<file path="src/rtl/alu_div_sequencer_if.sv">
`default_nettype none
// ============================================================================
//  Module   : alu_div_sequencer_if
//  Purpose  : Divide request/result handshake plus the shared-ALU port bundle
//             driven by the divide sequencer while it is busy.
//  Revision : 1.0  initial release
// ============================================================================

`ifndef MC_ALUOp_t_BITS
`define MC_ALUOp_t_BITS 5
`endif
`ifndef ALUOp_SELA
`define ALUOp_SELA 0
`endif
`ifndef ALUOp_SUB
`define ALUOp_SUB 3
`endif
`ifndef CF_IDX
`define CF_IDX 0
`endif

interface alu_div_sequencer_if;
    // request side
    logic                          start;
    logic                          is_8_bit;
    logic [31:0]                   dividend;
    logic [15:0]                   divisor;
    logic                          busy;
    logic                          complete;
    logic                          error;
    logic [15:0]                   quotient;
    logic [15:0]                   remainder;
    // shared ALU side
    logic [15:0]                   alu_a;
    logic [15:0]                   alu_b;
    logic [`MC_ALUOp_t_BITS-1:0]   alu_op;
    logic                          alu_is_8_bit;
    logic [15:0]                   alu_out;
    logic [15:0]                   alu_flags;

    modport slave (
        input  start, is_8_bit, dividend, divisor, alu_out, alu_flags,
        output busy, complete, error, quotient, remainder,
               alu_a, alu_b, alu_op, alu_is_8_bit
    );

    modport master (
        output start, is_8_bit, dividend, divisor, alu_out, alu_flags,
        input  busy, complete, error, quotient, remainder,
               alu_a, alu_b, alu_op, alu_is_8_bit
    );
endinterface

`default_nettype wire

</file>
<file path="src/rtl/alu_div_sequencer.sv">
`default_nettype none
// ============================================================================
//  Module   : alu_div_sequencer
//  Purpose  : Unsigned 32/16 and 16/8 restoring divider that borrows the
//             shared ALU for one subtract per quotient bit.
//  Revision : 1.0  initial release
// ============================================================================

module alu_div_sequencer (
    input  wire logic           clk,
    input  wire logic           reset,
    alu_div_sequencer_if.slave  bus
);

    localparam logic [1:0] c_st_idle  = 2'd0;
    localparam logic [1:0] c_st_check = 2'd1;
    localparam logic [1:0] c_st_iter  = 2'd2;
    localparam logic [1:0] c_st_done  = 2'd3;

    localparam logic [`MC_ALUOp_t_BITS-1:0] c_op_sela = `MC_ALUOp_t_BITS'(`ALUOp_SELA);
    localparam logic [`MC_ALUOp_t_BITS-1:0] c_op_sub  = `MC_ALUOp_t_BITS'(`ALUOp_SUB);

    logic [1:0]                  r_state;
    logic                        r_is_8_bit;
    logic [15:0]                 r_divisor;
    logic [15:0]                 r_rem;
    logic [15:0]                 r_quo;
    logic [4:0]                  r_count;
    logic [15:0]                 r_quotient;
    logic [15:0]                 r_remainder;
    logic                        r_error;

    logic [1:0]                  w_state_next;
    logic [15:0]                 w_alu_a;
    logic [15:0]                 w_alu_b;
    logic [`MC_ALUOp_t_BITS-1:0] w_alu_op;
    logic                        w_carry;
    logic                        w_q_msb;
    logic                        w_shift_out;
    logic [15:0]                 w_rem_shift;
    logic                        w_accept;
    logic [15:0]                 w_rem_next;
    logic [15:0]                 w_quo_next;
    logic [15:0]                 w_start_high;
    logic [15:0]                 w_start_low;
    logic [15:0]                 w_start_div;
    logic                        w_unused_flags;

    // Only the carry (borrow) flag matters; the rest of flags_out is ignored.
    assign w_carry        = bus.alu_flags[`CF_IDX];
    assign w_unused_flags = ^bus.alu_flags;

    always_comb begin
        w_start_high = bus.is_8_bit ? {8'h00, bus.dividend[15:8]} : bus.dividend[31:16];
        w_start_low  = bus.is_8_bit ? {8'h00, bus.dividend[7:0]}  : bus.dividend[15:0];
        w_start_div  = bus.is_8_bit ? {8'h00, bus.divisor[7:0]}   : bus.divisor;
    end

    // One restoring step: shift the next dividend bit into R, then keep the
    // ALU difference when it is non-negative or when R overflowed its width.
    always_comb begin
        w_q_msb     = r_is_8_bit ? r_quo[7] : r_quo[15];
        w_shift_out = r_is_8_bit ? r_rem[7] : r_rem[15];
        w_rem_shift = r_is_8_bit ? {8'h00, r_rem[6:0], w_q_msb} : {r_rem[14:0], w_q_msb};
        w_accept    = w_shift_out | ~w_carry;
        if (w_accept) begin
            w_rem_next = r_is_8_bit ? {8'h00, bus.alu_out[7:0]} : bus.alu_out;
        end else begin
            w_rem_next = w_rem_shift;
        end
        w_quo_next  = r_is_8_bit ? {8'h00, r_quo[6:0], w_accept} : {r_quo[14:0], w_accept};
    end

    always_comb begin
        w_state_next = r_state;
        w_alu_a      = 16'h0000;
        w_alu_b      = 16'h0000;
        w_alu_op     = c_op_sela;
        case (r_state)
            c_st_idle: begin
                if (bus.start) begin
                    w_state_next = c_st_check;
                end
            end
            c_st_check: begin
                w_alu_a      = r_rem;
                w_alu_b      = r_divisor;
                w_alu_op     = c_op_sub;
                w_state_next = w_carry ? c_st_iter : c_st_done;
            end
            c_st_iter: begin
                w_alu_a  = w_rem_shift;
                w_alu_b  = r_divisor;
                w_alu_op = c_op_sub;
                if (r_count == 5'd1) begin
                    w_state_next = c_st_done;
                end
            end
            c_st_done: begin
                w_state_next = c_st_idle;
            end
            default: begin
                w_state_next = c_st_idle;
            end
        endcase
    end

    always_ff @(posedge clk) begin
        if (reset) begin
            r_state <= c_st_idle;
        end else begin
            r_state <= w_state_next;
        end
    end

    // Results are written on the edge entering DONE so they are already valid
    // while complete is high, and then simply hold.
    always_ff @(posedge clk) begin
        if (reset) begin
            r_is_8_bit  <= 1'b0;
            r_divisor   <= 16'h0000;
            r_rem       <= 16'h0000;
            r_quo       <= 16'h0000;
            r_count     <= 5'd0;
            r_quotient  <= 16'h0000;
            r_remainder <= 16'h0000;
            r_error     <= 1'b0;
        end else begin
            case (r_state)
                c_st_idle: begin
                    if (bus.start) begin
                        r_is_8_bit <= bus.is_8_bit;
                        r_divisor  <= w_start_div;
                        r_rem      <= w_start_high;
                        r_quo      <= w_start_low;
                        r_count    <= bus.is_8_bit ? 5'd8 : 5'd16;
                    end
                end
                c_st_check: begin
                    if (!w_carry) begin
                        r_error <= 1'b1;
                    end
                end
                c_st_iter: begin
                    r_rem   <= w_rem_next;
                    r_quo   <= w_quo_next;
                    r_count <= r_count - 5'd1;
                    if (r_count == 5'd1) begin
                        r_quotient  <= w_quo_next;
                        r_remainder <= w_rem_next;
                        r_error     <= 1'b0;
                    end
                end
                default: begin
                end
            endcase
        end
    end

    assign bus.busy         = (r_state != c_st_idle);
    assign bus.complete     = (r_state == c_st_done);
    assign bus.error        = r_error;
    assign bus.quotient     = r_quotient;
    assign bus.remainder    = r_remainder;
    assign bus.alu_a        = w_alu_a;
    assign bus.alu_b        = w_alu_b;
    assign bus.alu_op       = w_alu_op;
    assign bus.alu_is_8_bit = r_is_8_bit;

endmodule

`default_nettype wire

</file>
<file path="src/flat_wrapper.sv">
// flat-port wrapper written by rule: the top's interface ports become plain ports
module alu_div_sequencer_flat 
  (clk, reset, bus_start, bus_is_8_bit, bus_dividend, bus_divisor, bus_alu_out, bus_alu_flags, bus_busy, bus_complete, bus_error, bus_quotient, bus_remainder, bus_alu_a, bus_alu_b, bus_alu_op, bus_alu_is_8_bit);
  alu_div_sequencer_if bus_i ();
  input  wire logic clk;
  input  wire logic reset;
  input wire logic [$bits(bus_i.start)-1:0] bus_start;
  input wire logic [$bits(bus_i.is_8_bit)-1:0] bus_is_8_bit;
  input wire logic [$bits(bus_i.dividend)-1:0] bus_dividend;
  input wire logic [$bits(bus_i.divisor)-1:0] bus_divisor;
  input wire logic [$bits(bus_i.alu_out)-1:0] bus_alu_out;
  input wire logic [$bits(bus_i.alu_flags)-1:0] bus_alu_flags;
  output wire logic [$bits(bus_i.busy)-1:0] bus_busy;
  output wire logic [$bits(bus_i.complete)-1:0] bus_complete;
  output wire logic [$bits(bus_i.error)-1:0] bus_error;
  output wire logic [$bits(bus_i.quotient)-1:0] bus_quotient;
  output wire logic [$bits(bus_i.remainder)-1:0] bus_remainder;
  output wire logic [$bits(bus_i.alu_a)-1:0] bus_alu_a;
  output wire logic [$bits(bus_i.alu_b)-1:0] bus_alu_b;
  output wire logic [$bits(bus_i.alu_op)-1:0] bus_alu_op;
  output wire logic [$bits(bus_i.alu_is_8_bit)-1:0] bus_alu_is_8_bit;
  assign bus_i.start = bus_start;
  assign bus_i.is_8_bit = bus_is_8_bit;
  assign bus_i.dividend = bus_dividend;
  assign bus_i.divisor = bus_divisor;
  assign bus_i.alu_out = bus_alu_out;
  assign bus_i.alu_flags = bus_alu_flags;
  assign bus_busy = bus_i.busy;
  assign bus_complete = bus_i.complete;
  assign bus_error = bus_i.error;
  assign bus_quotient = bus_i.quotient;
  assign bus_remainder = bus_i.remainder;
  assign bus_alu_a = bus_i.alu_a;
  assign bus_alu_b = bus_i.alu_b;
  assign bus_alu_op = bus_i.alu_op;
  assign bus_alu_is_8_bit = bus_i.alu_is_8_bit;
  alu_div_sequencer u_core (.clk(clk), .reset(reset), .bus(bus_i));
endmodule
</file>
<file path="config.mk">
export PLATFORM = sky130hd
export DESIGN_NAME = alu_div_sequencer_flat
export DESIGN_NICKNAME = d
export VERILOG_FILES = /design/src/rtl/alu_div_sequencer_if.sv /design/src/rtl/alu_div_sequencer.sv /design/src/flat_wrapper.sv
export SDC_FILE = /design/constraint.sdc
export NUM_CORES = 1
export LEC_CHECK = 0
export ABC_AREA = 1
export BUFFER_PORTS_ARGS = -buffer_cell sky130_fd_sc_hd__buf_2
export CAP_MARGIN = 15
export CORE_UTILIZATION = 54
export DETAILED_ROUTE_END_ITERATION = 16
export GPL_ROUTABILITY_DRIVEN = 0
export PLACE_DENSITY_LB_ADDON = 0.12
export SLEW_MARGIN = 20
export SYNTH_ARGS = -nofsm -noshare
export SYNTH_HDL_FRONTEND = slang
export SYNTH_SLANG_ARGS = --single-unit
</file>
<file path="constraint.sdc">
create_clock -name clk -period 4.1 [get_ports clk]
set_input_delay 0.82 -clock clk [delete_from_list [all_inputs] [get_ports clk]]
set_output_delay 0.82 -clock clk [all_outputs]
set_load 0.01 [all_outputs]
</file>
# After elaboration in Yosys (flattened, before gate mapping)
# Index checks and enable logic that the tools add are counted.
[classes] n_addsub=1 n_eq_ne=7 muxes=26 bitwise_logic=2 n_reduce_logical=10
[op_table] operator="2-to-1 mux 16 bit" count=10
[op_table] operator="case mux 16 bit (2 select lines)" count=3
[op_table] operator="2-to-1 mux 5 bit" count=2
[op_table] operator="case mux 5 bit (2 select lines)" count=1
[op_table] operator="case mux 2 bit (4 select lines)" count=1
[op_table] operator="AND reduction 2 bit" count=4
[op_table] operator="2-to-1 mux 2 bit" count=3
[op_table] operator="nonzero test 2 bit" count=3
[op_table] operator="== test 5 x 1 -> 1 bit (second input constant)" count=1
[op_table] operator="2-to-1 mux 1 bit" count=5
[op_table] operator="subtractor 5 x 1 -> 5 bit (second input constant)" count=1
[op_table] operator="== test 2 bit (second input constant)" count=2
[op_table] operator="!= test 2 bit (second input constant)" count=2
[op_table] operator="AND reduction 3 bit" count=1
[op_table] operator="== test 2 x 1 -> 1 bit (second input constant)" count=1
[op_table] operator="logical NOT 2 bit" count=1
[op_table] operator="!= test 2 x 1 -> 1 bit (second input constant)" count=1
[op_table] operator="case mux 1 bit (2 select lines)" count=1
[op_table] operator="OR reduction 2 bit" count=1
[op_table] operator="inverter 1 bit" count=1
[op_table] operator="OR 1 bit" count=1
[totals] register_bits=89 inputBits=84

# Logic depth before layout (Yosys ltp)
# Gate-level depths: netlist (run 1).
[logic_depth] word_depth=4 ltp_mapped=11 ltp_nobuf=10

# Worst setup path before layout (run 1)
# OpenSTA, ideal clock, no wires.
[synth_path] path_kind="reg-to-output" from="reg u_core.r_state[0]" to="out bus_alu_a[0]" arrival_time_ns=1.465 t_required_ns=3.280 slack_ns=1.815 stages_incl_launch_ff=7 path_buffers=2 path_cell_list="dfxtp_1 > inv_1 > ha_1 > buf_2 > inv_1 > clkbuf_1 > nor2_1"
[synth_via] elab_chain_cells=2
[synth_rtl] element="from (decl)" line_no="alu_div_sequencer.sv:23" source="logic [1:0] r_state;"
[synth_rtl] element="from (signal assigned)" line_no="alu_div_sequencer.sv:110" source="r_state <= c_st_idle;"
[synth_rtl] element="from (signal assigned)" line_no="alu_div_sequencer.sv:112" source="r_state <= w_state_next;"
[synth_rtl] element="== test 2 bit or == test 2 x 1 -> 1 bit (tied branches)" line_no="alu_div_sequencer.sv:79" source="case (r_state)"
[synth_rtl] element="case mux 16 bit (2 select lines) (*)" line_no="alu_div_sequencer.sv:79"
[synth_rtl] element="to (decl)" line_no="flat_wrapper.sv:18" source="output wire logic [$bits(bus_i.alu_a)-1:0] bus_alu_a;"
# Mark *: on every way between the ends. The rest lies on a longest branch, timed or not.

# Worst setup path in the final report (run 1)
[layout_path] from="reg u_core.r_state[0]" to="out bus_alu_a[15]"
# The elaborated chain is that of the path after synthesis.

==> metrics.csv, run 1 <==
stage,metric,value,unit
clock_network,CTS tree,done,
critical_path,CP max stage cell,ha_1,
layout,"commonest non-fill, non-tap cell in the layout",nand2_1,
synthesis,sequential cell area fraction in the yosys report,39.5,%
timing,RSZ-0062 raised after global routing,no,
pwr,P_int,1.67,mW
synthesis,Synth cell types,30,
timing,Max Slew Vio Count,0,
synthesis,share of the synthesized area in the top cell type,39.5,%
critical_path,Critical R2R Launch,u_core.r_state[0],
grt,Total Routing Usage GR,29.1,%
floorplanning,die extent in x,93.4,um
critical_path,"Max FO, Critical Path",20,
critical_path,most frequent CP cell,inv_1,
clock_network,H-tree Lvls,3,
layout,Layout Nets,880,
pwr,total power draw,3.03,mW
critical_path,Critical Path Source Type,flop,
pwr,Psw,1.36,mW
floorplanning,FP Rows,32,
critical_path,CP Data Required Time,3.28,ns
drt,drt drc,0,
synthesis,synthesized netlist cell count,685,
layout,most frequent cells in the layout,"nand2_1 (173), buf_2 (138), dfxtp_1 (89)",
clock_network,Inserted Clock Buffers,9,
clock_network,Root Buffer,clkbuf_8,
critical_path,critical-path cell list,"inv_1, ha_1, inv_1, a21oi_1, buf_2",
synthesis,synth top area cells,"dfxtp_1 (39%), nand2_1 (14%), a21oi_1 (7.4%), nor2_1 (7.0%), o21ai_0 (6.5%)",
drt,via count,4841,
worst_hold_path,worst hold path class,flop to flop,
pwr,logic gate share of total power,42.3,%
pwr,power per cell area,574,nW/um2
job,max cap viols,0,
clock_network,Worst-Skew Late Latency,0.35,ns
timing,setup violators final,0,
critical_path,crit path kind,flop to output port,
placed_design,I/O Buffers,138,
floorplanning,core area,7890,um2
timing,post-layout min period,3.27,ns
pwr,Sw Ratio,44.9,%
clock_network,"Setup Fix Bufs, Post-CTS",0,
drt,drt pass-1 iters,5,
status,outcome,completed,
timing,Max Fclk,0.306,GHz
synthesis,register bit count reported by yosys,89,
pwr,Max rail drop VDD,0.328,mV
critical_path,Crit path largest cell delay,0.70,ns
drt,final wirelength,12400,um
critical_path,WP data arrival,2.45,ns
layout,Area Overhead vs Synth,17.1,%
pwr,clock share of power,17.4,%
floorplanning,Die H,93.4,um
clock_network,Resize count post-CTS,0,
floorplanning,die area,8730,um2
grt,antenna violations before repair,1,
timing,"Hold Violations, Final",0,
pwr,sequential share of power,40.3,%
layout,layout cells sized above 1,22.5,%
floorplanning,I/O pin count,157,
synthesis,Synth Cell Area,4520,um2
clock_network,clock sinks,89,
grt,grt ovf,0,
timing,Slew Limit Headroom,41.7,%
drt,vias per cell,5.39,
critical_path,crit end category,output port,
drt,Iteration-0 DRC Markers,390,
synthesis,Yosys warnings,0,
floorplanning,Initial Utilization,57.2,%
clock_network,"CTS clk-pin slew, worst paths",0.08,ns
clock_network,cts hold-fix bufs,0,
timing,setup TNS,0,ns
drt,Routed WL per cell,13.8,um
drt,Antenna Nets Post-Route,0,
pwr,Pleak,2.64,nW
synthesis,Avg Inst Size Synth,6.59,um2
layout,FILL cells,742,
grt,pin count of the biggest net entering global routing,42,
synthesis,cell accounting for the most synthesized area,dfxtp_1,
timing,Clock Skew,0.0106,ns
clock_network,maximum clock path buffer count,2,
critical_path,worst setup path startpoint,u_core.r_state[0],
timing,fin crit share,79.7,%
grt,first-pass GRT wire length,20000,um
placed_design,post-detail-place hpwl,8510,um
worst_hold_path,hold path start,u_core.bus.quotient[9],
timing,Worst-Margin Slew,0.874,ns
grt,vias in the first global route,4293,
through the flow:
step	cell area (um2)	worst slack, ns	cells	hold WS (ns)	utilization, %
final	5290	0.833	898	0.463	67.0
after global placement	5120	1.23	881	0.452	64.9
after global routing	5290	0.613	898	0.492	67.0
after CTS	5290	0.834	897	0.466	67.0
after floorplan	4520	1.81	687	0.446	-
after detailed placement	5120	1.24	881	0.453	64.9
cell families (layout without fill, tap and decap cells):
family / after synthesis / in the layout / synth area share (%)
compound gates: 153 / 153 / 18.0
fa+ha+maj: 6 / 6 / 1.66
buf+inv: 108 / 216 / 10.3
flops: 89 / 89 / 39.5
other cells: 1 / 4 / 0.0830
simple gates: 328 / 328 / 30.5
power groups by stage:
stage	combinational [mW]	clock, mW	sequential (mW)
floorplan	0.982	0	1.20
finish	1.28	0.529	1.22
global route	1.43	0.577	1.25
CTS	1.26	0.540	1.22
global placement	1.23	0	1.23
detailed placement	1.26	0	1.23
path summary, 6_finish.rpt:
check                             to  slack, ns  cells after the start
max                    bus_alu_a[15]       0.83                      5
min           u_core.bus.quotient[9]       0.46                      2
max reg2reg  u_core.bus.quotient[14]       1.26                      6
min reg2reg   u_core.bus.quotient[9]       0.46                      2
routing by layer:
layer | vias up | wire length (um) | track usage [%]
li1 | 2407 | - | -
met1 | 2187 | 5640 | 40.6
met2 | 224 | 5490 | 44.0
met3 | 23 | 1010 | 5.53
met4 | 0 | 235 | 11.8
met5 | - | 0 | 0
synth_stat cells:
cell type and n:
a211oi_1 1, a21o_1 1, a21oi_1 67, a22oi_1 7, a31oi_1 14, buf_2 19
buf_4 8, buf_6 1, clkbuf_1 21, conb_1 1, dfxtp_1 89, ha_1 6
inv_1 55, inv_2 4, nand2_1 173, nand2_2 9, nand2_4 1, nand3_1 45
nand3_2 1, nand3_4 1, nand4_1 7, nor2_1 84, nor2_2 4, nor2_4 1
nor3_1 1, o21a_1 1, o21ai_0 59, o21ai_1 2, o21ai_2 1, or2_2 1
worst max-delay path: cells and delay by family (launching register included):
kind                     cells  cell delay (ns)
flip-flops                   1             0.41
AO/OA/AOI/OAI                1             0.26
adder cells (fa/ha/maj)      1             0.70
buffers and inverters        3             0.73
sequential cells by signal, indices dropped and copies added (netlist names):
name,count
u_core.bus.quotient,16
u_core.bus.error,1
u_core.r_rem,16
u_core.r_quo,16
u_core.r_divisor,16
u_core.r_state,2
u_core.bus.remainder,16
u_core.r_count,5
u_core.bus.alu_is_8_bit,1
cell type report:
type	instances	area [um2]	share of cell area (%)
antenna	1	2.50	0.0473
clock buffer	11	131	2.48
clock inverter	5	32.5	0.615
inverter	59	221	4.19
multi-input combinational	490	2280	43.1
sequential	89	1780	33.7
tap	102	128	2.41
timing repair buffer	141	713	13.5
Note: power is estimated with default switching activity, not from simulation.
==> inputs of run 2 (changes only) <==
Settings changed: ABC_AREA 1 to 0, CORE_UTILIZATION 54 to 50.
Clock period 4.1 ns to 3.35 ns, I/O delays scaled along.
==> run 2 against run 1 <==
Synthesized area decreased by 2.9%. Combinational power grew 32%. Power up 30%. Sequential power rose by 21%. Die area up 4.8%. Flip-flop and latch count unchanged. Via count fell by 15%. Synthesized cell count fell by 24%. Critical path depth increased by 1. Critical path type unchanged. Largest cell class unchanged.
==> metrics.csv, run 2 <==
stage,metric,value,unit
timing,Final Worst Setup Slack,0.360,ns
layout,layout cells sized above 1,29.6,%
clock_network,maximum clock path buffer count,2,
timing,Max Fclk,0.334,GHz
status,outcome,completed,
clock_network,Root Buffer,clkbuf_8,
grt,first-pass GRT wire length,18400,um
synthesis,Synth cell types,38,
layout,Area Overhead vs Synth,19.3,%
synthesis,cell accounting for the most synthesized area,dfxtp_1,
synthesis,share of the synthesized area in the top cell type,40.6,%
synthesis,sequential cell area fraction in the yosys report,40.6,%
pwr,P_int,2.31,mW
critical_path,WP data arrival,2.32,ns
drt,drt drc,0,
synthesis,register bit count reported by yosys,89,
layout,most frequent cells in the layout,"buf_2 (138), dfxtp_1 (89), nand2_1 (68)",
floorplanning,I/O pin count,157,
synthesis,Avg Inst Size Synth,8.45,um2
critical_path,critical-path cell list,"inv_1, ha_1, nor2b_1, a22oi_1, nor2b_1, buf_2",
critical_path,CP max stage cell,nor2b_1,
drt,via count,4115,
layout,"commonest non-fill, non-tap cell in the layout",buf_2,
pwr,sequential share of power,37.6,%
critical_path,Crit path largest cell delay,0.78,ns
pwr,Max rail drop VDD,0.510,mV
pwr,Psw,1.63,mW
layout,Layout Nets,716,
placed_design,Area after DPL,5030,um2
timing,fin crit share,89.3,%
pwr,power per cell area,754,nW/um2
timing,post-layout min period,2.99,ns
timing,Worst-Margin Slew,1.01,ns
timing,setup violators final,0,
clock_network,"Setup Fix Bufs, Post-CTS",0,
placed_design,post-detail-place hpwl,7780,um
synthesis,Post-synth EDFFs,0,
pwr,logic gate share of total power,42.9,%
grt,antenna violations before repair,1,
drt,vias per cell,5.59,
clock_network,H-tree Lvls,3,
drt,Iteration-0 DRC Markers,207,
critical_path,most frequent CP cell,nor2b_1,
synthesis,ys async rst share,0,%
synthesis,Synth Cell Area,4390,um2
timing,"Hold Violations, Final",0,
floorplanning,die area,9150,um2
worst_hold_path,worst hold path class,flop to flop,
grt,grt ovf,0,
synthesis,synth top area cells,"dfxtp_1 (41%), nand2_1 (5.8%), mux2_2 (4.6%), a21oi_1 (4.4%), nor2b_1 (4.4%)",
pwr,Pleak,2.18,nW
critical_path,crit end category,output port,
clock_network,Inserted Clock Buffers,9,
synthesis,"Top FF cell, synth",dfxtp_1,
clock_network,CTS tree,done,
clock_network,cts hold-fix bufs,0,
drt,final wirelength,11600,um
timing,Slew Limit Headroom,32.5,%
synthesis,Post-synth top cells,"dfxtp_1 (89), nand2_1 (68), a21oi_1 (39), nor2_1 (38), nor2b_1 (31)",
grt,pin count of the biggest net entering global routing,41,
timing,setup TNS,0,ns
floorplanning,Die H,95.7,um
critical_path,CP Data Required Time,2.68,ns
clock_network,Worst-Skew Late Latency,0.37,ns
grt,vias in the first global route,3829,
synthesis,most used standard cell by instance count after synthesis,dfxtp_1,
pwr,clock share of power,19.5,%
synthesis,synthesized netlist cell count,519,
layout,# diodes,0,
timing,RSZ-0062 raised after global routing,no,
placed_design,I/O Buffers,138,
drt,Routed WL per cell,15.8,um
critical_path,Critical Path Source Type,flop,
drt,Antenna Nets Post-Route,0,
floorplanning,Initial Utilization,52.6,%
timing,hold_ws,0.455,ns
placed_design,Place WS,0.743,ns
clock_network,Resize count post-CTS,0,
job,max cap viols,0,
layout,Final Cell Area,5230,um2
timing,Max Slew Vio Count,0,
floorplanning,die extent in x,95.7,um
layout,FILL cells,759,
critical_path,crit path kind,flop to output port,
floorplanning,FP Rows,33,
synthesis,Yosys warnings,0,
clock_network,clock sinks,89,
layout,post-layout instance count excluding filler cells,736,
clock_network,"CTS clk-pin slew, worst paths",0.10,ns
grt,Total Routing Usage GR,26.0,%
pwr,Sw Ratio,41.3,%
timing,Clock Skew,0.0111,ns
critical_path,"Max FO, Critical Path",16,
floorplanning,core area,8340,um2
placed_design,Inst Count DP,720,
drt,drt pass-1 iters,5,
[run 2: cell count changes after synthesis, moves of 16 or more]
| cell | change |
|---|---|
| a211oi_1 | +22 |
| a21oi_1 | -28 |
| a221oi_1 | +16 |
| and2_1 | +19 |
| inv_1 | -49 |
| mux2_2 | +18 |
| mux2i_1 | +16 |
| nand2_1 | -105 |
| nand3_1 | -43 |
| nand3b_1 | +16 |
| nor2_1 | -46 |
| nor2b_1 | +31 |
| nor3_1 | +16 |
| o21ai_0 | -51 |
[run 2: layout make-up]
cell class              instances  area [um2]  area share (%)
inverters                       6        22.5           0.431
well taps                     105         131            2.51
clock buffers                   9         124            2.37
clock inverters                 7        77.6            1.48
multi-input cells             374        2340            44.8
flip-flops and latches         89        1780            34.1
repair buffers                146         751            14.4
[run 2: worst max-delay path: cells and delay by family, from the launching register on]
family                   cells  cell delay [ns]
flip-flops                   1             0.35
buffers and inverters        2             0.30
adder cells (fa/ha/maj)      1             0.18
AND/OR/NAND/NOR              2             0.97
AO/OA/AOI/OAI                1             0.16
[run 2: logic make-up (layout without fill, tap and decap cells)]
family          after synthesis  in the layout  share of synthesized area (%)
fa+ha+maj                     6              6                           1.71
compound gates              128            128                           20.0
flops                        89             89                           40.6
buf+inv                      58            168                           6.13
other cells                   1              3                         0.0855
mux                          34             34                           8.27
simple gates                203            203                           23.2
[run 2: per-layer routing]
layer,track usage (%),wire (um),up-vias
li1,-,-,2033
met5,0,13,-
met2,43.0,5580,119
met3,6.06,628,18
met4,8.33,188,2
met1,33.4,5210,1943
[run 2: power groups by stage]
stage / clock network (mW) / logic [mW] / registers [mW]
final: 0.769 / 1.69 / 1.48
after global routing: 0.826 / 1.87 / 1.52
after global placement: 0 / 1.64 / 1.49
after detailed placement: 0 / 1.68 / 1.50
after CTS: 0.774 / 1.69 / 1.48
after floorplan: 0 / 1.34 / 1.45
[run 2: worst paths after layout]
| path | from | end | slack, ns | depth (start not counted) |
|---|---|---|---|---|
| worst min-delay path | u_core.bus.quotient[7] | u_core.bus.quotient[7] | 0.46 | 2 |
| worst min register to register | u_core.bus.quotient[7] | u_core.bus.quotient[7] | 0.46 | 2 |
| worst max-delay path | u_core.r_state[0] | bus_alu_a[14] | 0.36 | 6 |
| worst max register to register | u_core.r_state[0] | u_core.r_quo[4] | 0.93 | 7 |
[run 2: through the flow]
step / power, mW / utilization [%]
4_1_cts: 3.94 / 62.7
6_report: 3.94 / 62.7
3_3_place_gp: 3.13 / 60.3
3_5_place_dp: 3.18 / 60.3
2_1_floorplan: 2.79 / -
5_1_grt: 4.21 / 62.7
